**src/rtl/driver_bus_monitor.sv**
```systemverilog
// driver_bus_monitor: receive-side decoder for the LED driver serial bus.
// Oversamples SCLK/GCLK/LAT/SIN on clk_hse, rebuilds the driver shift
// register, decodes LAT commands by SCLK edge count while LAT is high,
// follows the FC write-enable sequence and measures GCLK edges per segment.
//
// Ports:
//   clk_hse           sampling clock (>= 2x SCLK rate)
//   nrst              asynchronous active-low reset
//   drv_sclk/gclk/lat/sin   monitored bus lines (raw, asynchronous)
//   cmd_valid         one-cycle pulse per decoded command
//   cmd_code          1 WRTGS, 2 LATGS, 3 WRTFC, 4 FCWRTEN, 5 LINERESET, 7 UNKNOWN
//   cmd_data          shift register contents at LAT fall
//   conf_reg          last accepted FC data; conf_valid pulses on update
//   fc_write_en       FC write armed
//   gs_wrt_count      WRTGS commands since last LATGS/LINERESET (sat 15)
//   gclk_count        GCLK rising edges in previous segment; gclk_count_valid pulses
//   err_count         UNKNOWN + WRTFC-without-enable events (sat 255)
module driver_bus_monitor #(
  parameter int unsigned SYNC_STAGES = 2,
  parameter int unsigned SR_WIDTH    = 48,
  parameter int unsigned GCLK_CNT_W  = 11
) (
  input  logic                  clk_hse,
  input  logic                  nrst,
  input  logic                  drv_sclk,
  input  logic                  drv_gclk,
  input  logic                  drv_lat,
  input  logic                  drv_sin,
  output logic                  cmd_valid,
  output logic [2:0]            cmd_code,
  output logic [SR_WIDTH-1:0]   cmd_data,
  output logic [SR_WIDTH-1:0]   conf_reg,
  output logic                  conf_valid,
  output logic                  fc_write_en,
  output logic [3:0]            gs_wrt_count,
  output logic [GCLK_CNT_W-1:0] gclk_count,
  output logic                  gclk_count_valid,
  output logic [7:0]            err_count
);

  localparam int unsigned LAT_CNT_W = 5;
  localparam int unsigned GS_W      = 4;
  localparam int unsigned ERR_W     = 8;

  localparam logic [2:0] CMD_WRTGS     = 3'd1;
  localparam logic [2:0] CMD_LATGS     = 3'd2;
  localparam logic [2:0] CMD_WRTFC     = 3'd3;
  localparam logic [2:0] CMD_FCWRTEN   = 3'd4;
  localparam logic [2:0] CMD_LINERESET = 3'd5;
  localparam logic [2:0] CMD_UNKNOWN   = 3'd7;

  typedef enum logic [0:0] {
    FC_IDLE  = 1'b0,
    FC_ARMED = 1'b1
  } fc_state_t;

  // Synchronisers, identical depth for all four lines
  logic [SYNC_STAGES-1:0] r_sync_sclk;
  logic [SYNC_STAGES-1:0] r_sync_gclk;
  logic [SYNC_STAGES-1:0] r_sync_lat;
  logic [SYNC_STAGES-1:0] r_sync_sin;

  always_ff @(posedge clk_hse or negedge nrst) begin
    if (!nrst) begin
      r_sync_sclk <= '0;
      r_sync_gclk <= '0;
      r_sync_lat  <= '0;
      r_sync_sin  <= '0;
    end else begin
      r_sync_sclk <= {r_sync_sclk[SYNC_STAGES-2:0], drv_sclk};
      r_sync_gclk <= {r_sync_gclk[SYNC_STAGES-2:0], drv_gclk};
      r_sync_lat  <= {r_sync_lat[SYNC_STAGES-2:0], drv_lat};
      r_sync_sin  <= {r_sync_sin[SYNC_STAGES-2:0], drv_sin};
    end
  end

  logic w_s_sclk, w_s_gclk, w_s_lat, w_s_sin;
  assign w_s_sclk = r_sync_sclk[SYNC_STAGES-1];
  assign w_s_gclk = r_sync_gclk[SYNC_STAGES-1];
  assign w_s_lat  = r_sync_lat[SYNC_STAGES-1];
  assign w_s_sin  = r_sync_sin[SYNC_STAGES-1];

  // Delayed copies for edge detection
  logic r_sclk_d, r_gclk_d, r_lat_d;

  always_ff @(posedge clk_hse or negedge nrst) begin
    if (!nrst) begin
      r_sclk_d <= 1'b0;
      r_gclk_d <= 1'b0;
      r_lat_d  <= 1'b0;
    end else begin
      r_sclk_d <= w_s_sclk;
      r_gclk_d <= w_s_gclk;
      r_lat_d  <= w_s_lat;
    end
  end

  logic w_sclk_rise, w_gclk_rise, w_lat_rise, w_lat_fall;
  assign w_sclk_rise = w_s_sclk & ~r_sclk_d;
  assign w_gclk_rise = w_s_gclk & ~r_gclk_d;
  assign w_lat_rise  = w_s_lat  & ~r_lat_d;
  assign w_lat_fall  = ~w_s_lat & r_lat_d;

  // Event stage: edges and levels registered together so every decode
  // decision sees one coherent bus snapshot
  logic r_ev_sclk_rise, r_ev_gclk_rise, r_ev_lat_rise, r_ev_lat_fall;
  logic r_ev_lat, r_ev_sin;

  always_ff @(posedge clk_hse or negedge nrst) begin
    if (!nrst) begin
      r_ev_sclk_rise <= 1'b0;
      r_ev_gclk_rise <= 1'b0;
      r_ev_lat_rise  <= 1'b0;
      r_ev_lat_fall  <= 1'b0;
      r_ev_lat       <= 1'b0;
      r_ev_sin       <= 1'b0;
    end else begin
      r_ev_sclk_rise <= w_sclk_rise;
      r_ev_gclk_rise <= w_gclk_rise;
      r_ev_lat_rise  <= w_lat_rise;
      r_ev_lat_fall  <= w_lat_fall;
      r_ev_lat       <= w_s_lat;
      r_ev_sin       <= w_s_sin;
    end
  end

  // Driver shift register: first bit in ends up as MSB
  logic [SR_WIDTH-1:0] r_sr;

  always_ff @(posedge clk_hse or negedge nrst) begin
    if (!nrst) begin
      r_sr <= '0;
    end else if (r_ev_sclk_rise) begin
      r_sr <= {r_sr[SR_WIDTH-2:0], r_ev_sin};
    end
  end

  // SCLK edges while LAT high; an edge coincident with the LAT rise counts
  logic [LAT_CNT_W-1:0] r_lat_cnt;

  always_ff @(posedge clk_hse or negedge nrst) begin
    if (!nrst) begin
      r_lat_cnt <= '0;
    end else if (r_ev_lat_rise) begin
      r_lat_cnt <= LAT_CNT_W'(r_ev_sclk_rise);
    end else if (r_ev_sclk_rise && r_ev_lat && (r_lat_cnt != '1)) begin
      r_lat_cnt <= r_lat_cnt + LAT_CNT_W'(1);
    end
  end

  // Command decode from edge count
  logic       w_dec;
  logic [2:0] w_dec_code;

  assign w_dec = r_ev_lat_fall;

  always_comb begin
    w_dec_code = CMD_UNKNOWN;
    case (r_lat_cnt)
      LAT_CNT_W'(1):  w_dec_code = CMD_WRTGS;
      LAT_CNT_W'(3):  w_dec_code = CMD_LATGS;
      LAT_CNT_W'(5):  w_dec_code = CMD_WRTFC;
      LAT_CNT_W'(7):  w_dec_code = CMD_LINERESET;
      LAT_CNT_W'(15): w_dec_code = CMD_FCWRTEN;
      default:        w_dec_code = CMD_UNKNOWN;
    endcase
  end

  // FC write-enable state machine
  fc_state_t r_fc_state;
  fc_state_t w_fc_next;
  logic      w_conf_load;
  logic      w_fc_err;

  always_ff @(posedge clk_hse or negedge nrst) begin
    if (!nrst) begin
      r_fc_state <= FC_IDLE;
    end else begin
      r_fc_state <= w_fc_next;
    end
  end

  always_comb begin
    w_fc_next   = r_fc_state;
    w_conf_load = 1'b0;
    w_fc_err    = 1'b0;
    if (w_dec) begin
      case (r_fc_state)
        FC_IDLE: begin
          if (w_dec_code == CMD_FCWRTEN) begin
            w_fc_next = FC_ARMED;
          end else if (w_dec_code == CMD_WRTFC) begin
            w_fc_err = 1'b1;
          end
        end
        FC_ARMED: begin
          if (w_dec_code == CMD_WRTFC) begin
            w_fc_next   = FC_IDLE;
            w_conf_load = 1'b1;
          end else if (w_dec_code != CMD_FCWRTEN) begin
            w_fc_next = FC_IDLE;
          end
        end
        default: w_fc_next = FC_IDLE;
      endcase
    end
  end

  logic w_seg_end;
  logic w_err_inc;
  assign w_seg_end = w_dec && ((w_dec_code == CMD_LATGS) || (w_dec_code == CMD_LINERESET));
  assign w_err_inc = w_dec && ((w_dec_code == CMD_UNKNOWN) || w_fc_err);

  // Command, configuration and error outputs
  always_ff @(posedge clk_hse or negedge nrst) begin
    if (!nrst) begin
      cmd_valid   <= 1'b0;
      cmd_code    <= '0;
      cmd_data    <= '0;
      conf_reg    <= '0;
      conf_valid  <= 1'b0;
      fc_write_en <= 1'b0;
      err_count   <= '0;
    end else begin
      cmd_valid   <= w_dec;
      conf_valid  <= w_conf_load;
      fc_write_en <= (w_fc_next == FC_ARMED);
      if (w_dec) begin
        cmd_code <= w_dec_code;
        cmd_data <= r_sr;
      end
      if (w_conf_load) begin
        conf_reg <= r_sr;
      end
      if (w_err_inc && (err_count != '1)) begin
        err_count <= err_count + ERR_W'(1);
      end
    end
  end

  // Grayscale write tracking
  always_ff @(posedge clk_hse or negedge nrst) begin
    if (!nrst) begin
      gs_wrt_count <= '0;
    end else if (w_seg_end) begin
      gs_wrt_count <= '0;
    end else if (w_dec && (w_dec_code == CMD_WRTGS) && (gs_wrt_count != '1)) begin
      gs_wrt_count <= gs_wrt_count + GS_W'(1);
    end
  end

  // GCLK edges per segment; an edge in the closing cycle opens the next segment
  logic [GCLK_CNT_W-1:0] r_gclk_cnt;

  always_ff @(posedge clk_hse or negedge nrst) begin
    if (!nrst) begin
      r_gclk_cnt       <= '0;
      gclk_count       <= '0;
      gclk_count_valid <= 1'b0;
    end else begin
      gclk_count_valid <= w_seg_end;
      if (w_seg_end) begin
        gclk_count <= r_gclk_cnt;
        r_gclk_cnt <= GCLK_CNT_W'(r_ev_gclk_rise);
      end else if (r_ev_gclk_rise && (r_gclk_cnt != '1)) begin
        r_gclk_cnt <= r_gclk_cnt + GCLK_CNT_W'(1);
      end
    end
  end

endmodule

```
**config.mk**
```make
export PLATFORM = sky130hd
export DESIGN_NAME = driver_bus_monitor
export DESIGN_NICKNAME = d
export VERILOG_FILES = /design/src/rtl/driver_bus_monitor.sv
export SDC_FILE = /design/constraint.sdc
export NUM_CORES = 1
export LEC_CHECK = 0
export ABC_AREA = 1
export CAP_MARGIN = 20
export CORE_MARGIN = 2
export CORE_UTILIZATION = 45
export CTS_BUF_LIST = sky130_fd_sc_hd__clkbuf_8 sky130_fd_sc_hd__clkbuf_16
export DETAILED_ROUTE_END_ITERATION = 7
export DONT_BUFFER_PORTS = 1
export HOLD_SLACK_MARGIN = 0.1
export MAX_ROUTING_LAYER = met4
export SYNTH_ARGS = -nofsm -noshare
export SYNTH_HDL_FRONTEND = slang
export SYNTH_SLANG_ARGS = --single-unit
```
**constraint.sdc**
```tcl
create_clock -name clk_hse -period 5.1 [get_ports clk_hse]
set_clock_uncertainty 0.05 [all_clocks]
set_input_delay 0 -clock clk_hse [delete_from_list [all_inputs] [get_ports clk_hse]]
set_output_delay 0 -clock clk_hse [all_outputs]
set_load 0.1 [all_outputs]
```
---- After elaboration in Yosys (flattened, before gate mapping) ----
Cells that the tools add are included.
word-level totals
  flip-flop bits (word level) ............. 206
  input port bits ......................... 6
  output and inout port bits .............. 126
operators by class
  add/subtract/negate cells ............... 4
  equal/unequal tests ..................... 16
  muxes and demuxes ....................... 17
  bitwise operators ....................... 9
  reductions and logical operators ........ 13
operator list
  kind                                                 number
  two-way mux 11 bit                                   2
  case mux 3 bit (5 select lines)                      1
  adder 11 x 1 -> 11 bit, second input constant        1
  inequality test 11 bit, second input constant        1
  equality test 5 x 3 -> 1 bit, second input constant  2
  two-way mux 5 bit                                    2
  equality test 3 bit, second input constant           3
  two-way mux 1 bit                                    9
  adder 8 x 1 -> 8 bit, second input constant          1
  logical AND 1 bit                                    8
  two-way mux 4 bit                                    2
  inequality test 8 bit, second input constant         1
  equality test 3 x 2 -> 1 bit, second input constant  2
  nonzero test 2 bit                                   3
  adder 5 x 1 -> 5 bit, second input constant          1
  equality test 5 x 1 -> 1 bit, second input constant  1
  equality test 5 x 2 -> 1 bit, second input constant  1
  equality test 5 x 4 -> 1 bit, second input constant  1
  inequality test 5 bit, second input constant         1
  NOT 1 bit                                            5
  adder 4 x 1 -> 4 bit, second input constant          1
  bitwise AND 1 bit                                    4
  inequality test 4 bit, second input constant         1
  equality test 3 x 1 -> 1 bit, second input constant  1
  3 further kinds                                      4

---- Logic depth before layout (Yosys ltp) ----
Gate-level depths: netlist of the first run.
  depth after elaboration ................. 10
  gate-level depth with buffers ........... 13
  gate-level depth less buffers ........... 12

---- Least setup slack after synthesis of the first run ----
OpenSTA, ideal clock, no wires.
  kind .................................... reg-to-reg
  start point ............................. register err_count[1]
  end point ............................... register err_count[2]
  library setup time ...................... 67 ps
  data arrival time ....................... 2194 ps
  required time ........................... 4983 ps
  setup slack ............................. 2789 ps
  stages on the path, launching flop included .. 8
  path buffers ............................ 0
  clock period less this slack ............ 2311 ps
  cell sequence ........................... dfrtp_1 > ha_1 > nand3_1 > nor2_1 > nand3_1 > nand3_2 > nand2_1 > nand2_1
between the ends
  longest elaborated chain between the ends .. 2
  elaborated cells on any way between the ends .. 3
  those cells by class .................... add/sub: 1; eq/ne: 1; reduce/logical: 1
RTL lines
  item                                                          line  RTL
  from (decl)                                                   38    output logic [7:0] err_count
  from (signal assigned)                                        236   err_count <= err_count + ERR_W'(1);
  branches (longest 2 deep; another with adder 8 x 1 -> 8 bit)  n/a
Several ways; the timed one is not identified.
A chain may end at the register's enable or synchronous reset.

---- Final worst setup path of the first run ----
  start point ............................. register r_lat_cnt[0]
  end point ............................... register conf_reg[12]
between the ends
  longest elaborated chain between the ends .. 6
  elaborated cells on any way between the ends .. 10
  those cells by class .................... eq/ne: 6; mux: 4
RTL lines
  item                                                  line  RTL
  from (decl)                                           139   logic [LAT_CNT_W-1:0] r_lat_cnt;
  from (signal assigned)                                145   r_lat_cnt <= LAT_CNT_W'(r_ev_sclk_rise);
  from (signal assigned)                                147   r_lat_cnt <= r_lat_cnt + LAT_CNT_W'(1);
  equality test 5 x 4 -> 1 bit (tied with other cells)  159   case (r_lat_cnt)
  case mux 3 bit (5 select lines) (*)                   159
  equality test 3 x 2 -> 1 bit (*)                      197   if (w_dec_code == CMD_WRTFC) begin
  two-way mux 1 bit (*)                                 197
  two-way mux 1 bit (*)                                 188   case (r_fc_state)
  two-way mux 1 bit (*)                                 187   if (w_dec) begin
  to (signal assigned)                                  233   conf_reg <= r_sr;
  to (decl)                                             32    output logic [SR_WIDTH-1:0] conf_reg,
Every way passes the cells marked *; elsewhere a longest branch is shown, timed or not.

==> results of run 1 <==
## worst max path at each step
| stage | to | slack [ns] |
|---|---|---|
| after floorplan | err_count[2] | 2.79 |
| final | conf_reg[12] | 2.38 |
| after detailed placement | conf_reg[12] | 2.37 |
| after CTS | conf_reg[12] | 2.35 |
| after global placement | conf_reg[5] | 2.57 |
| after global routing | conf_reg[2] | 2.13 |
## logic make-up (layout without fill, tap and decap cells)
logic type                 count (synthesis)  count (layout)
AOI/OAI and AO/OA                        174             174
buffers and inverters                    121             132
xor gates and xnor gates                  14              14
DFF                                      206             206
and+or+nand+nor                          310             310
adders and majority gates                  7               7
## final cells by class
| type | instances | area share |
|---|---|---|
| timing repair buffer | 12 | 0.0148 |
| inverter | 84 | 0.0351 |
| clock buffer | 24 | 0.0656 |
| tap | 225 | 0.0314 |
| multi-input combinational | 505 | 0.264 |
| clock inverter | 12 | 0.0146 |
| sequential | 206 | 0.574 |
## through the flow
stage               instance area [um2]  instances
floorplan                          8020        832
global placement                   8140       1022
detailed placement                 8140       1022
CTS                                8980       1068
global route                       8980       1068
finish                             8980       1068
## power groups by stage
stage | Sequential [mW] | Clock, mW | Combinational [mW]
3_5_place_dp | 2.45 | 0 | 0.264
3_3_place_gp | 2.45 | 0 | 0.250
2_1_floorplan | 2.41 | 0 | 0.217
6_report | 2.42 | 1.59 | 0.301
4_1_cts | 2.42 | 1.64 | 0.307
5_1_grt | 2.44 | 1.70 | 0.354
## metal layers
layer	share of wire	GRT usage
met5	0	-
met4	0.021	0.0556
met3	0.070	0.0445
met2	0.47	0.279
met1	0.44	0.233
## placed cells by master (no fill, tap or decap), types with 12 or more instances in the layout
cell type and n:
nand2_1 225, o21ai_0 123, nand4_1 12, xor2_1 12
nor2_1 33, inv_1 87, dfrtp_1 205, clkbuf_16 23
o21ai_1 37, nand3_1 25
==> metrics.cfg, run 1 <==
[cts]
clk_latency_ns = 0.49
htree_levels = 1
cts.sinks = 206
ctsResizeCount = 0
root_buffer = clkbuf_16
cts_tree = done
path_clk_slew_ns = 0.06
cts_hold_buffers = 10
clk_path_buf_depth = 3
numCtsBuffers = 22
cts_setup_buffers = 0

[synth]
synth_area_um2 = 8020
yosys.area_share.xor_xnor = 0.0153
ys_seq_area_frac = 0.643
yosysTopAreaCellShare = 0.643
synth_fa_ha_area_frac = 0.0109
synth-seq-cells = 206
synth_compound_area_frac = 0.111
ys_types = 28
ys_top_cells_by_area = dfrtp_1 (64%), nand2_1 (11%), o21ai_0 (7.7%)
synth_commonest_cells = nand2_1 (225), dfrtp_1 (206), o21ai_0 (123)
ys_async_sr_fraction = 1.00
synth_top_cell_by_area = dfrtp_1
synth_ff_type = dfrtp_1
synthesis.nets = 845
synth_top_family_by_area = simple AND/OR/NAND/NOR gates
synthesis.instances = 832
muxShareOfSynthArea = 0
synth-simple-area-share = 0.158
synth_edf_count = 0
yosysMostFrequentCell = nand2_1
ys_warn_count = 0
avgSynthCellArea_um2 = 9.64

[sta]
fin_setup_tns_ns = 0
period_minus_slack_ns = 2.72
tightest_slew_ns = 1.05
setup_viol = 0
period_share = 0.534
finalHoldViolations = 0
rsz0062_at_grt = false
relSlewSlack = 0.300
timing.hold.ws_ns = 0.226
fmax_ghz = 0.367
finalWorstSetupSlack_ns = 2.38
slew_viol_final = 0

[cells_and_area]
drive_gt1_frac = 0.0522
area_delta_synth_final_pct = 12.0
multi_input_area_um2 = 2370
antenna_cells = 0
fin_util = 0.517
fill_cells = 1587
nets = 844
register_area_um2 = 5160

[routing]
avgRoutedWirePerCell_um = 15.0
drtPass1Iterations = 4
final_antenna_net_count = 0
drc = 0
vias_per_cell = 5.07
routed_wl_um = 16100
vias = 5410
first_iter_violations = 341

[critical_path]
rr_endpoint = conf_reg[12]
critPathLaunchType = flip-flop
worstSetupPathType = reg -> reg
cp-end-kind = flip-flop
crit_path_max_incr_delay_ns = 0.55
reg2reg_slack_ns = 2.38
crit_slowest_cell = nand2_4
path_buf_inv = 0
cp.depth = 9
r2r-start = r_lat_cnt[0]
crit_path_max_fanout = 97
setup.worst_path.start = r_lat_cnt[0]
cp_cell_sequence = ha_1, nand2_1, nor2_1, ha_1, nor2_4, o2111ai_1, nor2_1, nand2_4, o21ai_0
arrival_ns = 3.06
worstRegToRegCells = 9
worstPathRequired_ns = 5.43
critical_path.top_delay_family = simple AND/OR/NAND/NOR gates

[placed_design]
gp_congestion = 0.931
dp_slack_ns = 2.37
port_buffers = 0
dp_hpwl_um = 10200

[global_routing]
grt_max_degree = 207
grt_pass1_vias = 5328
antenna_found_initial = 0
grt_pass1_wl_um = 26700
overflow = 0
grt_usage = 0.179

[power]
power_frac_clock = 0.369
powerDensity_nw_per_um2 = 480
seqPwrFrac = 0.561
p_total_mw = 4.31
internal_power_mw = 2.82
p_leak_nw = 4.17
pwr-share-comb = 0.070
switching_share = 0.346
switchingPower_mw = 1.49
irDropWorstVdd_mv = 0.357

[floorplan]
die_h_um = 137
start_util = 0.462
io_pins = 132
chipWidth_um = 137
die_area_um2 = 18900
fp-row-count = 48
core-area_um2 = 17400

[run_status]
status = finished clean

[flow_run]
maxCapViolations = 0

[hold_path]
hp-class = in -> async

Note: power is estimated with default switching activity, not from simulation.
==> run 2: changes to the inputs <==
Clock period 5.1 ns to 2.2 ns, I/O delays scaled along.
==> metrics.cfg, run 2 (synthesis results as in run 1) <==
[cts]
path_clk_slew_ns = 0.06  ; about the same
cts_tree = done
numCtsBuffers = 23  ; +4.5%
cts_setup_buffers = 0  ; unchanged
cts_hold_buffers = 8  ; -2
root_buffer = clkbuf_16
clk_latency_ns = 0.49  ; about the same
htree_levels = 1  ; unchanged
clk_path_buf_depth = 3  ; unchanged
cts.sinks = 206  ; unchanged

[sta]
timing.hold.ws_ns = -0.842  ; -1.07 ns
finalHoldViolations = 206  ; +206
rsz0062_at_grt = true
slew_viol_final = 0  ; unchanged
period_minus_slack_ns = 2.07  ; -0.652 ns
fmax_ghz = 0.483  ; +31%
setup_viol = 0  ; unchanged
relSlewSlack = 0.398  ; +0.0981
tightest_slew_ns = 0.903  ; -0.146 ns
period_share = 0.942  ; +0.407

[routing]
wl_met3_um = 1130  ; -0.35%
top_layer = met4
avgRoutedWirePerCell_um = 14.3  ; -4.6%
vias_per_cell = 4.92  ; -2.9%
route.met2.wl_um = 8500  ; +13%
vias = 5915  ; +9.3%
drtPass1Iterations = 5  ; +1
final_antenna_net_count = 0  ; unchanged
route.layer.met1.wl_um = 7330  ; +4.0%
routed_wl_um = 17200  ; +7.3%
first_iter_violations = 428  ; +26%
drc = 0  ; unchanged

[global_routing]
grt_usage = 0.195  ; +0.0156
grt_pass1_wl_um = 29000  ; +8.7%
grt_max_degree = 207  ; unchanged
antenna_found_initial = 0  ; unchanged
grt_pass1_vias = 5927  ; +11%
overflow = 0  ; unchanged

[critical_path]
cp-end-kind = flip-flop
cp_cell_sequence = ha_2, nand2_1, nor2_2, ha_2, nor2_4, o2111ai_1, nor2_2, nand2_4, buf_12, nand2_1, o21ai_0
r2r-start = r_lat_cnt[0]
critPathLaunchType = flip-flop
setup.worst_path.start = r_lat_cnt[0]
crit_path_max_incr_delay_ns = 0.40  ; -0.15 ns
critical_path.top_delay_family = simple AND/OR/NAND/NOR gates
path_buf_inv = 1  ; +1
crit_path_max_fanout = 45  ; -54%
worstPathRequired_ns = 2.52  ; -2.91 ns
crit_slowest_cell = dfrtp_1
worstSetupPathType = reg -> reg
arrival_ns = 2.39  ; -0.67 ns

[cells_and_area]
fin_cells = 1202  ; +13%
antenna_cells = 0  ; unchanged
final_cell_mix = nand2_1 (222), dfrtp_1 (203), buf_4 (129)
layout_commonest_cell = nand2_1
nets = 975  ; +16%
drive_gt1_frac = 0.195  ; +0.143
area_delta_synth_final_pct = 25.5
fill_cells = 1502  ; -5.4%

[floorplan]
start_util = 0.462  ; unchanged
die_area_um2 = 18900  ; unchanged
core-area_um2 = 17400  ; unchanged
io_pins = 132  ; unchanged
fp-row-count = 48  ; unchanged
chipWidth_um = 137  ; unchanged
die_h_um = 137  ; unchanged

[placed_design]
port_buffers = 0  ; unchanged
place_inst = 1154  ; +13%
dp_hpwl_um = 11200  ; +11%
gp_congestion = 0.878  ; -5.8%

[hold_path]
hp-class = in -> async

[run_status]
status = finished with violations
violations = hold timing

[power]
p_leak_nw = 4.90  ; +18%
p_total_mw = 10.3  ; +140%
irDropWorstVdd_mv = 1.06  ; +200%
powerDensity_nw_per_um2 = 1020  ; +110%

[flow_run]
maxCapViolations = 0  ; unchanged

-- run 2: changes by cell type in the layout (fill, tap and decap cells not counted), moves of 3 or more --
cell and delta:
nand2_1 -3, clkbuf_8 +4, nor2_1 -4, buf_12 +4, nor2_2 +4, buf_4 +127
-- run 2: power breakdown --
group,leakage [nW],internal (mW),total (mW),switching (mW)
Combinational,1.71,0.459,2.28,1.82
Clock,0.394,2.29,3.71,1.42
Sequential,2.80,4.08,4.29,0.208
-- run 2: area by class of cell --
type,count,area (um2),area share
flip-flops and latches,206,5160,0.513
multi-input cells,505,2420,0.240
repair buffers,142,1140,0.113
clock buffers,28,644,0.0640
inverters,84,315,0.0313
well taps,225,282,0.0280
clock inverters,12,103,0.0102
-- run 2: final timing paths --
check | to | slack (ns) | cells past startpoint
worst max-delay path | conf_reg[0] | 0.13 | 11
worst min-delay path | cmd_data[43] | -0.84 | 0
worst max register to register | conf_reg[0] | 0.13 | 11
worst min register to register | r_sync_gclk[1] | 0.30 | 0
max in group asynchronous | r_ev_sclk_rise | 2.64 | 0
min in group clk_hse | r_sync_gclk[1] | 0.30 | 0
-- run 2: per-layer routing --
layer  vias up  global-route usage
li1       2928                   -
met1      2801               0.243
met2       165               0.323
met3        21              0.0497
met4         0              0.0441
met5         -                   -
-- run 2: metrics by stage --
stage                     utilization  instance area, um2  setup TNS, ns  setup slack (ns)  hold WS [ns]
after floorplan                     -                8020              0            0.0747        -0.346
after global placement          0.529                9190              0             0.145        -0.338
after detailed placement        0.529                9190              0            0.0498        -0.338
after CTS                       0.577               10000              0            0.0260        -0.862
after global routing            0.580               10100        -0.0418           -0.0213        -0.872
final                           0.580               10100              0             0.129        -0.842
-- run 2: timing repair --
action / in CTS / in global routing
endpoints found under the setup margin: 0 / 85
endpoints found under the hold margin: 210 / 206
resized for setup: 0 / 15
-- run 2: worst register-to-register path, stage by stage (launching register included) --
cell,delay [ns]
dfrtp_1,0.40
ha_2,0.22
nand2_1,0.11
nor2_2,0.06
ha_2,0.20
nor2_4,0.15
o2111ai_1,0.14
nor2_2,0.17
nand2_4,0.10
buf_12,0.20
nand2_1,0.08
o21ai_0,0.08
==> run 3: changes to the inputs <==
Settings changed: PLACE_DENSITY from default to 0.68.
==> metrics.cfg, run 3 (synthesis results as in run 1) <==
[power]
p_leak_nw = 4.88  ; -0.39%
power_frac_clock = 0.354  ; -0.007
powerDensity_nw_per_um2 = 1010  ; -0.77%
internal_power_mw = 6.66  ; -2.4%
seqPwrFrac = 0.422  ; +0.005
p_total_mw = 10.1  ; -1.4%
switching_share = 0.343  ; +0.00680
irDropWorstVdd_mv = 0.952  ; -10%
pwr-share-comb = 0.224  ; +0.002
switchingPower_mw = 3.47  ; +0.56%

[cts]
cts_tree = done
clk_latency_ns = 0.49  ; about the same
numCtsBuffers = 23  ; unchanged
clk_path_buf_depth = 3  ; unchanged
cts_hold_buffers = 8  ; unchanged
root_buffer = clkbuf_16
cts.sinks = 206  ; unchanged
path_clk_slew_ns = 0.06  ; about the same
htree_levels = 1  ; unchanged

[cells_and_area]
final_cell_mix = nand2_1 (224), dfrtp_1 (203), buf_4 (132)
antenna_cells = 0  ; unchanged
fill_cells = 1515  ; +0.87%
area_delta_synth_final_pct = 24.7
nets = 976  ; +0.10%
multi_input_area_um2 = 2390  ; -1.2%
drive_gt1_frac = 0.189  ; -0.00633
register_area_um2 = 5160  ; unchanged
fin_cells = 1203  ; +0.083%
final_cell_area_um2 = 9990  ; -0.67%
layout_commonest_cell = nand2_1

[routing]
first_iter_violations = 368  ; -14%
routed_wl_um = 16700  ; -3.0%
vias = 5842  ; -1.2%
avgRoutedWirePerCell_um = 13.9  ; -3.1%
top_layer = met4
wl_met3_um = 889  ; -21%
final_antenna_net_count = 0  ; unchanged
route.layer.met1.wl_um = 7560  ; +3.2%
drtPass1Iterations = 4  ; -1
vias_per_cell = 4.86  ; -1.3%
route.met2.wl_um = 7750  ; -8.8%
drc = 0  ; unchanged

[critical_path]
cp_cell_sequence = ha_1, nand2_1, nor2_1, ha_1, nor2_4, o2111ai_1, nor2_1, nand2_4, buf_12, nand2_1, o21ai_0
arrival_ns = 2.43  ; +0.04 ns
worstPathRequired_ns = 2.51  ; about the same
critPathLaunchType = flip-flop
critical_path.top_delay_family = simple AND/OR/NAND/NOR gates
cp-end-kind = flip-flop
path_buf_inv = 1  ; unchanged
worstSetupPathType = reg -> reg
crit_slowest_cell = dfrtp_1
crit_path_max_incr_delay_ns = 0.39  ; about the same
crit_path_max_fanout = 57  ; +27%

[sta]
relSlewSlack = 0.402  ; +0.00323
rsz0062_at_grt = true
slew_viol_final = 0  ; unchanged
fmax_ghz = 0.474  ; -1.9%
finalHoldViolations = 206  ; unchanged
finalWorstSetupSlack_ns = 0.0881  ; -0.0406 ns
tightest_slew_ns = 0.898  ; -0.00485 ns
setup_viol = 0  ; unchanged
period_share = 0.960  ; +0.0184
timing.hold.ws_ns = -0.844  ; -0.00145 ns
period_minus_slack_ns = 2.11  ; +0.0406 ns

[run_status]
status = finished with violations
violations = hold timing

[floorplan]
core-area_um2 = 17400  ; unchanged
start_util = 0.462  ; unchanged
die_h_um = 137  ; unchanged
io_pins = 132  ; unchanged
die_area_um2 = 18900  ; unchanged
fp-row-count = 48  ; unchanged
chipWidth_um = 137  ; unchanged

[flow_run]
maxCapViolations = 0  ; unchanged

[global_routing]
grt_pass1_wl_um = 27700  ; -4.7%
grt_pass1_vias = 5614  ; -5.3%
grt_max_degree = 207  ; unchanged
antenna_found_initial = 0  ; unchanged
grt_usage = 0.187  ; -0.00848
overflow = 0  ; unchanged

[hold_path]
hp-class = in -> async

[placed_design]
port_buffers = 0  ; unchanged
dp_hpwl_um = 10600  ; -5.5%
dp_slack_ns = 0.0424  ; -0.00741 ns
place_inst = 1154  ; unchanged
gp_congestion = 0.836  ; -4.7%
post_dp_cell_area_um2 = 9170  ; -0.14%

-- run 3: what timing repair did --
action	in CTS	in global routing
endpoints found under the hold margin	210	206
resized for setup	0	6
buffers inserted	0	1
endpoints found under the setup margin	0	70
-- run 3: power groups by stage --
stage | sequential (mW) | combinational [mW] | clock [mW]
global route | 4.31 | 2.41 | 3.86
detailed placement | 4.34 | 2.26 | 0
global placement | 4.33 | 2.23 | 0
CTS | 4.27 | 2.28 | 3.69
finish | 4.27 | 2.27 | 3.59
floorplan | 5.60 | 0.501 | 0
-- run 3: final cells by class --
class                      instances  area share
multi-input combinational        505       0.239
clock inverter                    10     0.00451
timing repair buffer             143       0.113
clock buffer                      30      0.0672
inverter                          84      0.0315
sequential                       206       0.516
tap                              225      0.0282
-- run 3: path summary, 6_finish.rpt --
| check | startpoint | end | slack (ns) | cells after the start |
|---|---|---|---|---|
| setup reg to reg | r_lat_cnt[1] | conf_reg[1] | 0.09 | 11 |
| hold reg to reg | r_sync_sin[1] | r_ev_sin | 0.29 | 0 |
| min in group clk_hse | r_sync_sin[1] | r_ev_sin | 0.29 | 0 |
| hold / removal | nrst | cmd_data[30] | -0.84 | 0 |
| max in group asynchronous | nrst | r_ev_sclk_rise | 2.63 | 0 |
| setup / recovery | r_lat_cnt[1] | conf_reg[1] | 0.09 | 11 |
-- run 3: metal layers --
metal	vias up	track usage
li1	2933	-
met1	2741	0.249
met2	136	0.290
met3	32	0.0386
met4	0	0.0556
met5	-	-
-- run 3: through the flow --
stage	setup TNS [ns]	hold slack, ns	util
final	0	-0.844	0.576
after CTS	0	-0.863	0.574
after global routing	-0.395	-0.863	0.576
after floorplan	0	-0.346	-
after global placement	0	-0.339	0.528
after detailed placement	0	-0.340	0.528
